$ cat config.mk
export PLATFORM = sky130hd
export DESIGN_NAME = icache_resp
export DESIGN_NICKNAME = d
export VERILOG_FILES = /design/src/rtl/icache_resp.sv
export SDC_FILE = /design/constraint.sdc
export NUM_CORES = 2
export LEC_CHECK = 0
export ABC_AREA = 1
export CORE_ASPECT_RATIO = 1.4
export CORE_MARGIN = 10
export CORE_UTILIZATION = 48
export CTS_CLUSTER_DIAMETER = 120
export CTS_CLUSTER_SIZE = 25
export DETAILED_ROUTE_END_ITERATION = 10
export PLACE_DENSITY_LB_ADDON = 0.25
export SLEW_MARGIN = 20
export SYNTH_ARGS = -nofsm -noshare
export SYNTH_HDL_FRONTEND = slang
export SYNTH_SLANG_ARGS = --single-unit
$ cat constraint.sdc
create_clock -name clk -period 6.3 [get_ports clk]
set_input_delay 1.26 -clock clk [delete_from_list [all_inputs] [get_ports clk]]
set_output_delay 1.26 -clock clk [all_outputs]
set_load 0.05 [all_outputs]
$ cat src/rtl/icache_resp.sv
// Direct-mapped instruction cache responder: flop-based tag/valid/data arrays,
// single-line refill FSM, frontend flush and whole-cache invalidate.
module icache_resp #(
  parameter int unsigned ADDR       = 32,
  parameter int unsigned INST       = 32,
  parameter int unsigned LINE_WORDS = 4,
  parameter int unsigned SETS       = 16
) (
  input  logic            clk,
  input  logic            reset,
  input  logic            fetch_e_,
  input  logic [ADDR-1:0] fetch_pc,
  input  logic            flush_,
  input  logic            ic_inv,
  output logic            ic_stall,
  output logic            ic_inst_v,
  output logic [INST-1:0] ic_inst,
  output logic            mem_req,
  output logic [ADDR-1:0] mem_addr,
  input  logic            mem_ack,
  input  logic            mem_rvalid,
  input  logic [INST-1:0] mem_rdata
);

  localparam int unsigned OFF_W  = $clog2(INST / 8);
  localparam int unsigned WORD_W = $clog2(LINE_WORDS);
  localparam int unsigned IDX_W  = $clog2(SETS);
  localparam int unsigned TAG_W  = ADDR - OFF_W - WORD_W - IDX_W;
  localparam logic [ADDR-1:0] LINE_MASK = ADDR'((64'd1 << (OFF_W + WORD_W)) - 64'd1);
  localparam logic [WORD_W-1:0] LAST_WORD = WORD_W'(LINE_WORDS - 1);

  typedef enum logic [1:0] {StIdle, StReq, StFill, StResp} state_e;

  state_e              r_state, w_state_nxt;
  logic                r_lk_v;
  logic [ADDR-1:0]     r_lk_pc;
  logic [SETS-1:0]     r_valid;
  logic [TAG_W-1:0]    r_tag  [SETS];
  logic [INST-1:0]     r_data [SETS][LINE_WORDS];
  logic [WORD_W-1:0]   r_cnt;
  logic                r_drop;
  logic                r_inv_pend;
  logic                r_mem_req;
  logic [ADDR-1:0]     r_mem_addr;

  logic [IDX_W-1:0]    w_idx;
  logic [WORD_W-1:0]   w_word;
  logic [TAG_W-1:0]    w_tag;
  logic                w_hit, w_lookup, w_miss, w_accept, w_beat, w_last, w_busy;

  assign w_word   = r_lk_pc[OFF_W +: WORD_W];
  assign w_idx    = r_lk_pc[OFF_W + WORD_W +: IDX_W];
  assign w_tag    = r_lk_pc[ADDR-1 -: TAG_W];
  assign w_hit    = r_valid[w_idx] && (r_tag[w_idx] == w_tag);
  assign w_lookup = (r_state == StIdle) && r_lk_v;
  // Flush and invalidate both suppress the refill a lookup miss would start.
  assign w_miss   = w_lookup && flush_ && !ic_inv && !w_hit;
  assign w_busy   = (r_state == StReq) || (r_state == StFill);
  assign w_beat   = (r_state == StFill) && mem_rvalid;
  assign w_last   = w_beat && (r_cnt == LAST_WORD);

  always_comb begin
    w_state_nxt = r_state;
    unique case (r_state)
      StIdle:  if (w_miss) w_state_nxt = StReq;
      StReq:   if (r_mem_req && mem_ack) w_state_nxt = StFill;
      StFill:  if (w_last) w_state_nxt = StResp;
      StResp:  w_state_nxt = StIdle;
      default: w_state_nxt = StIdle;
    endcase
  end

  always_comb begin
    ic_stall  = w_miss || w_busy;
    ic_inst_v = flush_ && ((w_lookup && !ic_inv && w_hit) || ((r_state == StResp) && !r_drop));
    ic_inst   = ic_inst_v ? r_data[w_idx][w_word] : '0;
    w_accept  = !fetch_e_ && flush_ && !ic_stall &&
                ((r_state == StIdle) || (r_state == StResp));
  end

  assign mem_req  = r_mem_req;
  assign mem_addr = r_mem_addr;

  always_ff @(posedge clk) begin
    if (reset) begin
      r_state    <= StIdle;
      r_lk_v     <= 1'b0;
      r_lk_pc    <= '0;
      r_valid    <= '0;
      r_cnt      <= '0;
      r_drop     <= 1'b0;
      r_inv_pend <= 1'b0;
      r_mem_req  <= 1'b0;
      r_mem_addr <= '0;
    end else begin
      r_state <= w_state_nxt;
      r_lk_v  <= w_accept;
      if (w_accept) r_lk_pc <= fetch_pc;

      if (w_miss) begin
        r_mem_req  <= 1'b1;
        r_mem_addr <= r_lk_pc & ~LINE_MASK;
        r_cnt      <= '0;
      end else begin
        if ((r_state == StReq) && mem_ack) r_mem_req <= 1'b0;
        if (w_beat) r_cnt <= r_cnt + WORD_W'(1);
      end

      if (r_state == StResp) r_drop <= 1'b0;
      else if (w_busy && !flush_) r_drop <= 1'b1;

      if (r_state == StResp) r_inv_pend <= 1'b0;
      else if (w_busy && ic_inv) r_inv_pend <= 1'b1;

      // Deferred invalidate lands in RESP, after the filled line was written invalid.
      if (((r_state == StIdle) && ic_inv) ||
          ((r_state == StResp) && (ic_inv || r_inv_pend))) begin
        r_valid <= '0;
      end else if (w_last) begin
        r_valid[w_idx] <= !(r_inv_pend || ic_inv);
      end
    end
  end

  always_ff @(posedge clk) begin
    if (w_beat) r_data[w_idx][r_cnt] <= mem_rdata;
    if (w_last) r_tag[w_idx] <= w_tag;
  end

endmodule

==> metrics.yaml <==
yosysSeqAreaShare: 0.7509
postCtsHoldBufs: 0
post_synth.cell_area_avg_um2: 13.15
worst_slew_pin_slew_ps: 1241
tritoncts: "done"
via_count_of_the_first_global_routing_pass: 61050
cp-start-kind: "flop"
skew_ps: 43.70
outcome: "finished clean"
clk_transition_reported_paths_ps: 100
fin_nets: 7495
synth-seq-cells: 2518
largest_net_degree_at_the_start_of_global_routing: 219
syn2layout_area_growth_pct: 7.818
multiInputGateArea_um2: 22430
post-route-period-util: 0.9811
count_of_routing_violations_after_the_opening_detailed_route_iteration: 6753
design.core.area_um2: 206100
drt.antenna.violating_nets: 0
critPathCaptureType: "output pin"
vdd_drop_max_mv: 0.2525
critical_path.max_fanout: 98
gr-usage-all-layers: 0.2284
postRouteWirelength_um: 266300
leakagePower_nw: 35.16
core.rowCount: 197
cp_data_required_time_ps: 5040
grt_pass1_wl_um: 392300
tns_ps: 0
clk_path_buf_depth: 3
skew_pair_late_insertion_delay_ps: 800
num_io_pins: 138
detailed_place_hpwl_um: 144000
ys_top_cells_by_area: "sky130_fd_sc_hd__edfxtp_1 (73%), sky130_fd_sc_hd__nand2_1 (6.3%), sky130_fd_sc_hd__a21oi_1 (3.4%)"
kind_of_critical_path: "flop to output pin"
min_period_ps: 6181
ff2ff_setup_slack_ps: 1550
die_area_um2: 226300
antenna_violations_before_repair: 20
drt_pass1_iterations: 6
remaining_drcs: 0
worst_hold_class: "flop to flop"
finalHoldViolations: 0
final-instance-count-excl-fill: 10160
fmax_ghz: 0.1618
totalPowerFinal_mw: 33.34
tritoncts_num_sinks: 2518
number_of_buffers_added_by_the_clock_tree_synthesis_step: 110
max-cap-violations: 0
grt_setup_unrepaired: "false"
grt_overflow_total: 0
netlist.top_cell.by_area: "sky130_fd_sc_hd__edfxtp_1"
slew_viol_final: 0
ys_warn_count: 0
seq_area_um2: 74770
drive_gt1_frac: 0.05652
synth.top_cell.area_share: 0.7336
cts_root_buf: "sky130_fd_sc_hd__clkbuf_16"
yosysUniqueCellTypes: 34
ctsHtreeMaxLevel: 3
fp.dieH_um: 558.9
timing.max_slew.rel_slack: 0.1729
finalWeightedCongestion: 0.8083
dp.cells: 9988
final-setup-viol-count: 0
setup_repair_bufs_after_cts: 0
starting_utilization_of_the_core_area: 0.4831
port_buffers: 131
drt-wirelength-per-cell_um: 26.20
die-width_um: 404.9
avgViaCountPerCell: 6.158
worstPathArrival_ps: 4920
power_density_nw_per_um2: 310.7
fillCellCount: 17090
vias: 62580
postSynthCellCount: 7572
synthesis.area_um2: 99550
[power breakdown]
group / internal [mW] / total, mW / switching, mW / leakage [nW]
Sequential: 18.5 / 18.8 / 0.271 / 22.6
Combinational: 1.85 / 6.34 / 4.49 / 11.1
Clock: 3.30 / 8.20 / 4.90 / 1.46
[repair_timing]
item	4_1_cts	5_1_grt
resized for setup	3	1
pin swaps	0	0
endpoints found under the setup margin	34	12
endpoints found under the hold margin	0	0
[worst max-delay path, cell delays in order, from the launching register on]
cell and delay [ps]:
sky130_fd_sc_hd__dfxtp_4 720, sky130_fd_sc_hd__inv_16 260, sky130_fd_sc_hd__buf_4 320, sky130_fd_sc_hd__buf_4 320, sky130_fd_sc_hd__a21oi_1 190, sky130_fd_sc_hd__a221oi_1 110, sky130_fd_sc_hd__o311ai_0 1030, sky130_fd_sc_hd__nand3_1 370
sky130_fd_sc_hd__nand2_1 390, sky130_fd_sc_hd__nor2_1 130, sky130_fd_sc_hd__buf_12 180
[routing by layer]
metal | global-route usage | vias up | routed length (um)
met1 | 0.2998 | 31650 | 106300
met4 | 0.08148 | 0 | 8525
met2 | 0.3886 | 2693 | 131600
met5 | 0 | - | 0
li1 | - | 27820 | -
met3 | 0.03196 | 414 | 19980
[cell usage after synthesis]
cell                       instances
sky130_fd_sc_hd__buf_6             7
sky130_fd_sc_hd__o21ai_0         385
sky130_fd_sc_hd__buf_2           137
sky130_fd_sc_hd__buf_4            25
sky130_fd_sc_hd__nand4_1           1
sky130_fd_sc_hd__dfxtp_1          86
sky130_fd_sc_hd__inv_1           118
sky130_fd_sc_hd__ha_1              9
sky130_fd_sc_hd__xor2_1            1
sky130_fd_sc_hd__o221ai_1        128
sky130_fd_sc_hd__o21ai_1          16
sky130_fd_sc_hd__nor3_1            2
sky130_fd_sc_hd__a311o_1          19
sky130_fd_sc_hd__nand2_1        1658
sky130_fd_sc_hd__a221o_1          64
sky130_fd_sc_hd__nand2_2           1
sky130_fd_sc_hd__o311ai_0         64
sky130_fd_sc_hd__clkbuf_1        321
sky130_fd_sc_hd__or2_0             1
sky130_fd_sc_hd__or2_2             4
sky130_fd_sc_hd__a32o_1          109
sky130_fd_sc_hd__nand3_4           1
sky130_fd_sc_hd__o22ai_1           4
sky130_fd_sc_hd__conb_1            1
sky130_fd_sc_hd__o211ai_1        124
sky130_fd_sc_hd__buf_1            69
sky130_fd_sc_hd__nor2_2            3
sky130_fd_sc_hd__nand3_1         349
sky130_fd_sc_hd__a221oi_1        192
sky130_fd_sc_hd__nor2_1          561
sky130_fd_sc_hd__a22oi_1           1
sky130_fd_sc_hd__a21oi_1         676
sky130_fd_sc_hd__inv_2             3
sky130_fd_sc_hd__edfxtp_1       2432
[cell families after synthesis]
group	after synthesis	share of synthesized area
flops	2518	0.7509
compound gates	1782	0.1169
other cells	1	0.00003767
simple gates	2581	0.1021
xor+xnor	1	0.00008799
fa+ha+maj	9	0.001131
buf+inv	680	0.02883
[sequential cells by signal (all words and copies together) (netlist names), named ones only]
name / count
mem_addr: 28
mem_req: 1
r_cnt: 2
r_data: 2048
r_drop: 1
r_inv_pend: 1
r_lk_pc: 30
r_lk_v: 1
r_state: 2
r_tag: 384
r_valid: 16
[area by class of cell]
class                      count  share of cell area
antenna                       11           0.0002565
clock buffer                 159             0.02776
clock inverter                 4           0.0005246
inverter                     121            0.004593
multi-input combinational   4377              0.2089
sequential                  2518              0.6966
tap                         2686             0.03131
timing repair buffer         287             0.03002
[placed cells by master (no fill, tap or decap), types with 5 or more instances in the layout]
master	instances
sky130_fd_sc_hd__edfxtp_1	2432
sky130_fd_sc_hd__nand2_1	1657
sky130_fd_sc_hd__a21oi_1	676
sky130_fd_sc_hd__nor2_1	496
sky130_fd_sc_hd__o21ai_0	385
sky130_fd_sc_hd__nand3_1	349
sky130_fd_sc_hd__a221oi_1	192
sky130_fd_sc_hd__buf_4	130
sky130_fd_sc_hd__o221ai_1	128
sky130_fd_sc_hd__o211ai_1	124
sky130_fd_sc_hd__inv_1	115
sky130_fd_sc_hd__clkbuf_16	112
sky130_fd_sc_hd__a32o_1	109
sky130_fd_sc_hd__dfxtp_1	81
sky130_fd_sc_hd__buf_12	75
sky130_fd_sc_hd__clkdlybuf4s50_1	66
sky130_fd_sc_hd__nor2_4	64
sky130_fd_sc_hd__a221o_1	64
sky130_fd_sc_hd__o311ai_0	62
sky130_fd_sc_hd__clkbuf_1	47
sky130_fd_sc_hd__a311o_1	19
sky130_fd_sc_hd__o21ai_1	16
sky130_fd_sc_hd__buf_2	15
sky130_fd_sc_hd__diode_2	11
sky130_fd_sc_hd__ha_1	9
sky130_fd_sc_hd__dfxtp_4	5
[path summary, 6_finish.rpt]
| check | to | depth (start not counted) | from |
|---|---|---|---|
| worst max register to register | r_lk_pc[27] | 19 | flop |
| worst min-delay path | r_drop | 2 | r_drop |
| worst max-delay path | ic_inst[5] | 10 | flop |
| worst min register to register | r_drop | 2 | r_drop |
[metrics by stage]
step                setup WS [ps]  utilization  hold slack [ps]  instance area, um2
global route                38.68       0.5209            506.6              107300
finish                      119.1       0.5209            475.2              107300
global placement            665.4       0.5057            450.5              104200
floorplan                    1570            -            439.7               99560
CTS                         76.76       0.5204            477.0              107200
detailed placement          704.1       0.5057            461.6              104200
Power figures use the tool's default switching activity.
